File: src/rtl/uart_fifo_pkg.sv
// Shared constants, count-width helper and register-map status struct for the UART FIFO.
package uart_fifo_pkg;

  localparam int DEF_WIDTH = 8;
  localparam int DEF_DEPTH = 16;

  // Occupancy needs to represent 0..DEPTH inclusive.
  function automatic int cnt_w(input int depth);
    return $clog2(depth + 1);
  endfunction

  typedef struct packed {
    logic full;
    logic empty;
    logic almost_full;
    logic almost_empty;
    logic geqth;
    logic overflow;
    logic underflow;
  } fifo_status_t;

endpackage

File: src/rtl/uart_fifo_ram.sv
// Dual-port storage: synchronous write, registered read with enable; BYPASS forwards
// a same-cycle write to the read register when addresses match. Array itself is never reset.
module uart_fifo_ram
  import uart_fifo_pkg::*;
#(
  parameter int WIDTH  = DEF_WIDTH,
  parameter int DEPTH  = DEF_DEPTH,
  parameter bit BYPASS = 1'b0
) (
  input  logic                     clk,
  input  logic                     rst_n,
  input  logic                     wr_en,
  input  logic [$clog2(DEPTH)-1:0] wr_addr,
  input  logic [WIDTH-1:0]         wr_data,
  input  logic                     rd_en,
  input  logic [$clog2(DEPTH)-1:0] rd_addr,
  output logic [WIDTH-1:0]         rd_data
);

  logic [WIDTH-1:0] mem [DEPTH];

  always_ff @(posedge clk) begin
    if (wr_en) mem[wr_addr] <= wr_data;
  end

  always_ff @(posedge clk or negedge rst_n) begin
    if (!rst_n) begin
      rd_data <= '0;
    end else if (rd_en) begin
      if (BYPASS && wr_en && (wr_addr == rd_addr)) rd_data <= wr_data;
      else                                          rd_data <= mem[rd_addr];
    end
  end

endmodule

File: src/rtl/uart_fifo_param.sv
// Parametrised UART FIFO with 1-cycle registered read; writes when full set sticky OVERFLOW,
// reads when empty set sticky UNDERFLOW. Define UART_FIFO_FWFT_EN for first-word-fall-through.
module uart_fifo_param
  import uart_fifo_pkg::*;
#(
  parameter int WIDTH     = DEF_WIDTH,
  parameter int DEPTH     = DEF_DEPTH,
  parameter int AF_MARGIN = 2,
  parameter int AE_MARGIN = 2
) (
  input  logic                    CLK,
  input  logic                    RESET,
  input  logic [WIDTH-1:0]        DIN,
  input  logic                    WRB,
  input  logic                    RDB,
  input  logic [cnt_w(DEPTH)-1:0] THRESH,
  input  logic                    CLR_ERR,
  output logic [WIDTH-1:0]        DOUT,
  output logic                    FULL,
  output logic                    EMPTY,
  output logic                    ALMOST_FULL,
  output logic                    ALMOST_EMPTY,
  output logic                    GEQTH,
  output logic [cnt_w(DEPTH)-1:0] COUNT,
  output logic                    OVERFLOW,
  output logic                    UNDERFLOW
);

  localparam int AW = $clog2(DEPTH);
  localparam int CW = cnt_w(DEPTH);

`ifdef UART_FIFO_FWFT_EN
  localparam bit FWFT = 1'b1;
`else
  localparam bit FWFT = 1'b0;
`endif

  logic [AW-1:0] wr_ptr, rd_ptr, rd_ptr_nxt, ram_rd_addr;
  logic [CW-1:0] count;
  logic          wr_acc, rd_acc, ovf, unf, ram_rd_en;
  fifo_status_t  st;

  always_comb begin
    st              = '0;
    st.full         = (count == CW'(DEPTH));
    st.empty        = (count == '0);
    st.almost_full  = (int'(count) >= DEPTH - AF_MARGIN);
    st.almost_empty = (int'(count) <= AE_MARGIN);
    st.geqth        = (count >= THRESH);
    st.overflow     = ovf;
    st.underflow    = unf;
  end

  // A read frees a slot in the same cycle, so a full FIFO still takes a concurrent write.
  assign rd_acc     = !RDB && !st.empty;
  assign wr_acc     = !WRB && (!st.full || rd_acc);
  assign rd_ptr_nxt = rd_acc ? rd_ptr + AW'(1) : rd_ptr;

  always_ff @(posedge CLK or negedge RESET) begin
    if (!RESET) begin
      wr_ptr <= '0;
      rd_ptr <= '0;
      count  <= '0;
      ovf    <= 1'b0;
      unf    <= 1'b0;
    end else begin
      if (wr_acc) wr_ptr <= wr_ptr + AW'(1);
      rd_ptr <= rd_ptr_nxt;
      if (wr_acc && !rd_acc)      count <= count + CW'(1);
      else if (rd_acc && !wr_acc) count <= count - CW'(1);
      ovf <= (!WRB && !wr_acc) || (ovf && !CLR_ERR);
      unf <= (!RDB && !rd_acc) || (unf && !CLR_ERR);
    end
  end

  // Fall-through keeps the read register loaded with the post-edge head entry.
  assign ram_rd_en   = FWFT ? 1'b1 : rd_acc;
  assign ram_rd_addr = FWFT ? rd_ptr_nxt : rd_ptr;

  uart_fifo_ram #(
    .WIDTH  (WIDTH),
    .DEPTH  (DEPTH),
    .BYPASS (FWFT)
  ) u_ram (
    .clk     (CLK),
    .rst_n   (RESET),
    .wr_en   (wr_acc),
    .wr_addr (wr_ptr),
    .wr_data (DIN),
    .rd_en   (ram_rd_en),
    .rd_addr (ram_rd_addr),
    .rd_data (DOUT)
  );

  assign FULL         = st.full;
  assign EMPTY        = st.empty;
  assign ALMOST_FULL  = st.almost_full;
  assign ALMOST_EMPTY = st.almost_empty;
  assign GEQTH        = st.geqth;
  assign OVERFLOW     = st.overflow;
  assign UNDERFLOW    = st.underflow;
  assign COUNT        = count;

endmodule
File: config.mk
export PLATFORM = sky130hd
export DESIGN_NAME = uart_fifo_param
export DESIGN_NICKNAME = d
export VERILOG_FILES = /design/src/rtl/uart_fifo_pkg.sv /design/src/rtl/uart_fifo_ram.sv /design/src/rtl/uart_fifo_param.sv
export SDC_FILE = /design/constraint.sdc
export NUM_CORES = 1
export LEC_CHECK = 0
export CAP_MARGIN = 5
export CORE_UTILIZATION = 50
export DETAILED_ROUTE_END_ITERATION = 7
export GPL_TIMING_DRIVEN = 0
export PLACE_DENSITY = 0.67
export SYNTH_ARGS = -nofsm -noshare
export SYNTH_HDL_FRONTEND = slang
export SYNTH_SLANG_ARGS = --single-unit
File: constraint.sdc
create_clock -name CLK -period 3.4 [get_ports CLK]
set_clock_uncertainty 0.05 [all_clocks]
set_input_delay 0.68 -clock CLK [delete_from_list [all_inputs] [get_ports CLK]]
set_output_delay 0.68 -clock CLK [all_outputs]
set_load 0.005 [all_outputs]
[Word-level counts from Yosys, hierarchy flattened]
Memory sizes are Yosys's and may differ from the RTL's. A register that Yosys moved wholly into a read port is not among the register bits.
Index checks and enable logic that the tools add are counted.
Word-level totals
  register bits: 15
  latch bits: 0
  memory bits (writable): 128
  bits in read-only memories: 0
  bits of input ports: 18
  output and inout bits: 20
  word-level logic and storage cells: 39
  memories kept: 1
Cells by class
  $add $sub $neg: 4
  multiply operators: 0
  divide/modulo/power cells: 0
  magnitude comparators: 3
  equality and inequality tests: 1
  shift-type cells: 0
  mux-type cells: 4
  bitwise logic cells: 0
  reductions and logical operators: 21
Memories
  u_ram.mem: depth 16, width 8, read ports 1, clocked after memory_dff 1, write ports 1, line uart_fifo_ram.sv:20  | logic [WIDTH-1:0] mem [DEPTH];
Operator list (number)
  $mux 5: 2
  $add 4x1->4 const B: 2
  $logic_and 1x1->1: 8
  $logic_not 1->1: 8
  $add 5x1->5 const B: 1
  $eq 5x5->1 const B: 1
  $ge 5x4->1 const B: 1
  $ge 5x5->1: 1
  $le 5x2->1 const B: 1
  $logic_not 5->1: 1
  $sub 5x1->5 const B: 1
  $logic_or 1x1->1: 3
  $mux 1: 2
  $reduce_bool 2->1: 1

[Depth between registers and ports, before layout]
  depth after elaboration: 9
  depth in mapped cells: 11

[Modules after synthesis]
A second synthesis with hierarchy kept.
Unflattened totals
  cell total of the unflattened synthesis: 340
  area total of the unflattened synthesis: 6367.4 um^2
Modules (own cells, without submodules)
  uart_fifo_ram: instances 1, cells an instance 240, area each 5331.4 um^2, sequential area each 4043.9 um^2
  uart_fifo_param: instances 1, cells an instance 100, area each 1036.0 um^2, sequential area each 375.4 um^2

[Worst setup path before layout]
OpenSTA, ideal clock, no wires.
  kind: input-to-reg
  start point: input RDB
  end point: register count[4], in the netlist COUNT[4]
  library setup time: 0.080 ns
  arrival: 2.552 ns
  path slack: 0.718 ns
  cell stages on the path: 10
  path buffers: 1
  cell sequence: a21oi_1 > clkbuf_1 > inv_1 > ha_1 > inv_1 > ha_1 > a21o_1 > a21oi_1 > mux2i_1 > xnor2_1
Between the ends
  word-level cells in the longest chain between the ends: 7
  elaborated cells between the ends (all ways): 10
Ends and longest elaborated chain
  start: declaration: line uart_fifo_param.sv:15  | input logic RDB,
  $logic_not 1->1 (*): line uart_fifo_param.sv:55  | assign rd_acc = !RDB && !st.empty;
  $logic_and 1x1->1 (*): line uart_fifo_param.sv:55
  $logic_or 1x1->1: line uart_fifo_param.sv:56  | assign wr_acc = !WRB && (!st.full || rd_acc);
  $logic_and 1x1->1: line uart_fifo_param.sv:56
  $logic_not 1->1: line uart_fifo_param.sv:70  | else if (rd_acc && !wr_acc) count <= count - CW'(1);
  $logic_and 1x1->1: line uart_fifo_param.sv:70
  $reduce_bool 2->1 (no source line)
  end signal: assignment: line uart_fifo_param.sv:69  | if (wr_acc && !rd_acc) count <= count + CW'(1);
  end signal: assignment: line uart_fifo_param.sv:70
  end: declaration: line uart_fifo_param.sv:39  | logic [CW-1:0] count;
Mark *: on every way between the ends. The rest lies on a longest branch, timed or not.
A chain may end at the register's enable or synchronous reset.

[Final worst setup path]
Same ends and word-level chain as after synthesis.

==> impl_results.html <==
<table>
<tr><th>Metric</th><th>Value</th></tr>
<tr><th colspan="2">CTS</th></tr>
<tr><td>Clock latency on the worst-skew pair</td><td>a little over 400 ps</td></tr>
<tr><td>Clock sink count</td><td>151</td></tr>
<tr><td>Number of instances resized during post-cts repair</td><td>0</td></tr>
<tr><td>Clock transition at the registers of the reported paths</td><td>60 ps</td></tr>
<tr><td>Cell at the root of the clock tree</td><td>sky130_fd_sc_hd__clkbuf_16</td></tr>
<tr><td>CTS tree</td><td>done</td></tr>
<tr><td>Number of levels in the clock H-tree</td><td>4</td></tr>
<tr><td>Worst-case clock buffer depth</td><td>2</td></tr>
<tr><td>Number of buffers added to fix hold violations after cts</td><td>0</td></tr>
<tr><td>Number of buffers added by the clock tree synthesis step</td><td>17</td></tr>
<tr><td>Post-CTS setup buffers</td><td>0</td></tr>
<tr><th colspan="2">Drt</th></tr>
<tr><td>Routed wire length per instance</td><td>a little over 20 µm</td></tr>
<tr><td>Detailed router's first-iteration violation count</td><td>233</td></tr>
<tr><td>Total detailed-routing wirelength</td><td>between 10,000 and 15,000 µm</td></tr>
<tr><td>Via density per instance</td><td>5.52</td></tr>
<tr><td>Post-route antenna net violation count</td><td>0</td></tr>
<tr><td>Remaining DRCs</td><td>0</td></tr>
<tr><td>Count of vias placed by the detailed router</td><td>3,163</td></tr>
<tr><td>Initial DRT Pass Iterations</td><td>6</td></tr>
<tr><th colspan="2">Run</th></tr>
<tr><td>Maximum capacitance violations</td><td>0</td></tr>
<tr><th colspan="2">Critical path</th></tr>
<tr><td>Critical Path Sink Type</td><td>flop</td></tr>
<tr><td>Crit path arrival time</td><td>between 3000 and 4000 ps</td></tr>
<tr><td>Endpoint required time on the critical path</td><td>around 3700 ps</td></tr>
<tr><td>Path type of the worst setup path</td><td>in -&gt; reg</td></tr>
<tr><td>Crit path max fanout</td><td>10</td></tr>
<tr><td>Sort of element at the start of the critical path</td><td>input port</td></tr>
<tr><th colspan="2">Place</th></tr>
<tr><td>Input/output buffers</td><td>37</td></tr>
<tr><td>Pre-CTS setup slack</td><td>-215 ps</td></tr>
<tr><td>Post-DP HPWL</td><td>around 7500 µm</td></tr>
<tr><td>Weighted congestion at the end of routability-driven global placement</td><td>0.812</td></tr>
<tr><td>Cell Area, Placed</td><td>6830 µm²</td></tr>
<tr><th colspan="2">Global routing</th></tr>
<tr><td>Largest net degree at the start of global routing</td><td>24</td></tr>
<tr><td>Global-route wire length before repair</td><td>between 15,000 and 20,000 µm</td></tr>
<tr><td>Antenna violations before repair</td><td>0</td></tr>
<tr><td>Number of global-route vias before repair</td><td>3,163</td></tr>
<tr><td>Total routing resource utilization after global routing</td><td>19.7%</td></tr>
<tr><td>Overflow after GRT</td><td>0</td></tr>
<tr><th colspan="2">Synth</th></tr>
<tr><td>Seq/Total Area, Yosys</td><td>70.7%</td></tr>
<tr><td>Mean area per synthesized cell</td><td>18.7 µm²</td></tr>
<tr><td>Post-synthesis instance area</td><td>6250 µm²</td></tr>
<tr><td>Yosys warnings</td><td>0</td></tr>
<tr><td>Post-Synthesis Net Count</td><td>367</td></tr>
<tr><td>Number of different library cells in the post-synthesis netlist</td><td>37</td></tr>
<tr><td>Number of flip-flops and latches in the synthesized netlist</td><td>151</td></tr>
<tr><td>Gate count of the mapped netlist</td><td>between 300 and 400</td></tr>
<tr><th colspan="2">Worst hold path</th></tr>
<tr><td>Worst hold-check path type</td><td>reg -&gt; reg</td></tr>
<tr><th colspan="2">Timing</th></tr>
<tr><td>Share of the clock period used by the worst path after layout</td><td>93.4%</td></tr>
<tr><td>Transition time of the tightest slew-check pin</td><td>1180 ps</td></tr>
<tr><td>Final total negative setup slack</td><td>0 ps</td></tr>
<tr><td>Final setup violating endpoints</td><td>0</td></tr>
<tr><td>Final Hold Vio Count</td><td>0</td></tr>
<tr><td>Max-slew headroom</td><td>20.8%</td></tr>
<tr><td>Unrepaired setup endpoints after global routing</td><td>false</td></tr>
<tr><td>Post-route setup slack</td><td>225 ps</td></tr>
<tr><td>Post-Route Hold Slack</td><td>439 ps</td></tr>
<tr><td>Final-report max-slew violation count</td><td>0</td></tr>
<tr><td>Post-route minimum period</td><td>3170 ps</td></tr>
<tr><td>Max Freq</td><td>315 MHz</td></tr>
<tr><th colspan="2">Floorplanning</th></tr>
<tr><td>Initial Utilization</td><td>51.6%</td></tr>
<tr><td>Area of the die</td><td>12,900 µm²</td></tr>
<tr><td>Number of rows in the core area</td><td>40</td></tr>
<tr><td>Top-level port count</td><td>38</td></tr>
<tr><td>Core outline area</td><td>12,100 µm²</td></tr>
<tr><td>Die width</td><td>114 µm</td></tr>
<tr><td>Floorplan die height</td><td>114 µm</td></tr>
<tr><th colspan="2">Final layout</th></tr>
<tr><td>Number of nets in the layout</td><td>roughly 430</td></tr>
<tr><td>Synthesis-to-layout area growth</td><td>19.3%</td></tr>
<tr><td>Commonest cells after routing, fill and taps aside</td><td>sky130_fd_sc_hd__edfxtp_1 (128), sky130_fd_sc_hd__clkdlybuf4s50_1 (37), sky130_fd_sc_hd__dfrtp_1 (23), sky130_fd_sc_hd__mux4_1 (23), sky130_fd_sc_hd__inv_1 (18)</td></tr>
<tr><td>FF/Latch Area</td><td>approximately 4400 µm²</td></tr>
<tr><td>Final cell utilization of the core</td><td>61.5%</td></tr>
<tr><td>Leading cell type in the layout, fill and taps excluded</td><td>sky130_fd_sc_hd__edfxtp_1</td></tr>
<tr><td>Footprint of the multi-input gates</td><td>1680 µm²</td></tr>
<tr><td>Design area</td><td>7450 µm²</td></tr>
<tr><td>Antenna diodes</td><td>0</td></tr>
<tr><td># fillers</td><td>911</td></tr>
<tr><td>Share of cells above drive strength 1</td><td>between 10 and 15%</td></tr>
<tr><th colspan="2">Outcome</th></tr>
<tr><td>Run status</td><td>finished clean</td></tr>
<tr><th colspan="2">Power</th></tr>
<tr><td>Worst vdd rail ir drop</td><td>0.363 mV</td></tr>
<tr><td>Power per standard cell area</td><td>between 800 and 900 nW/µm²</td></tr>
<tr><td>Leakage dissipation</td><td>approximately 2.6 nW</td></tr>
</table>
where the power goes:
| part | internal [W] | total (W) | switching (W) |
|---|---|---|---|
| clock | 0.00122 | 0.00192 | 0.000705 |
| sequential | 0.00230 | 0.00246 | 0.000162 |
| combinational | 0.000954 | 0.00187 | 0.000913 |
registers in the layout, indices dropped and copies added, names as in the netlist:
signal         count
COUNT              5
OVERFLOW           1
UNDERFLOW          1
ram_rd_addr        4
u_ram.mem        128
u_ram.rd_data      8
wr_ptr             4
layout make-up:
class | count | share of cell area, %
plain buffers | 15 | 1.14
clock buffers | 18 | 5.76
clock inverters | 14 | 2.45
inverters | 18 | 0.906
multi-input cells | 150 | 22.5
flip-flops and latches | 151 | 59.3
well taps | 168 | 2.82
repair buffers | 39 | 5.10
routing by layer:
metal	part of all wire (%)	track usage (%)	vias up
met5	0	0	-
met3	3.8	4.57	20
met1	46	27.0	1602
met2	48	31.4	89
met4	1.8	7.01	0
li1	-	-	1452
worst paths after layout:
kind / cells past startpoint / start / endpoint / slack (ps)
hold / removal: 1 / OVERFLOW / OVERFLOW / 440
max in group asynchronous: 1 / RESET / wr_ptr[2] / 1820
hold reg to reg: 1 / OVERFLOW / OVERFLOW / 440
setup reg to reg: 11 / COUNT[1] / COUNT[4] / 390
setup / recovery: 11 / RDB / COUNT[4] / 230
min in group asynchronous: 1 / RESET / COUNT[1] / 810
worst max-delay path, stage by stage:
cell and delay, ps:
sky130_fd_sc_hd__clkdlybuf4s50_1 500, sky130_fd_sc_hd__a21oi_1 340, sky130_fd_sc_hd__clkbuf_1 400, sky130_fd_sc_hd__inv_1 90
sky130_fd_sc_hd__ha_1 260, sky130_fd_sc_hd__inv_1 140, sky130_fd_sc_hd__ha_1 280, sky130_fd_sc_hd__a21o_1 190
sky130_fd_sc_hd__a21oi_1 180, sky130_fd_sc_hd__mux2i_1 250, sky130_fd_sc_hd__xnor2_1 140
metrics by stage:
stage | instances | total power [W]
finish | 573 | 0.00625
global route | 573 | 0.00657
CTS | 571 | 0.00630
detailed placement | 539 | 0.00438
global placement | 539 | 0.00434
floorplan | 334 | 0.00370
logic make-up after synthesis:
logic type                 after synthesis  share of synthesized area [%]
AOI/OAI and AO/OA                       40                           3.97
buffers and inverters                   33                           2.44
DFF                                    151                           70.7
xor gates and xnor gates                10                           1.40
and+or+nand+nor                         43                           3.63
muxes                                   42                           14.7
adders and majority gates               15                           3.12
cell usage after synthesis (all sizes together):
| master | instances | area share, % |
|---|---|---|
| edfxtp | 128 | 62 |
| a21oi | 14 | 1.3 |
| o22ai | 16 | 1.6 |
| or2 | 1 | 0.10 |
| nor2 | 8 | 0.48 |
| mux4 | 32 | 13 |
| nor3 | 4 | 0.32 |
| nand3b | 1 | 0.12 |
| xor2 | 3 | 0.42 |
| dfrtp | 23 | 9.2 |
| a21o | 2 | 0.24 |
| nand2b | 2 | 0.20 |
| nand2 | 10 | 0.60 |
| nand4 | 2 | 0.20 |
| buf | 9 | 1.0 |
| nor4 | 1 | 0.20 |
| mux2i | 1 | 0.16 |
| xnor2 | 7 | 0.98 |
| and2 | 10 | 1.0 |
| a22o | 1 | 0.14 |
| o2bb2ai | 1 | 0.14 |
| nand3 | 1 | 0.080 |
| mux2 | 9 | 1.6 |
| ha | 14 | 2.8 |
| clkbuf | 6 | 0.36 |
| a2111oi | 1 | 0.14 |
| inv | 18 | 1.1 |
| nor3b | 1 | 0.12 |
| o21ai | 5 | 0.40 |
| and3 | 1 | 0.10 |
| fa | 1 | 0.32 |
| nor2b | 1 | 0.10 |
Power figures use the tool's default switching activity.
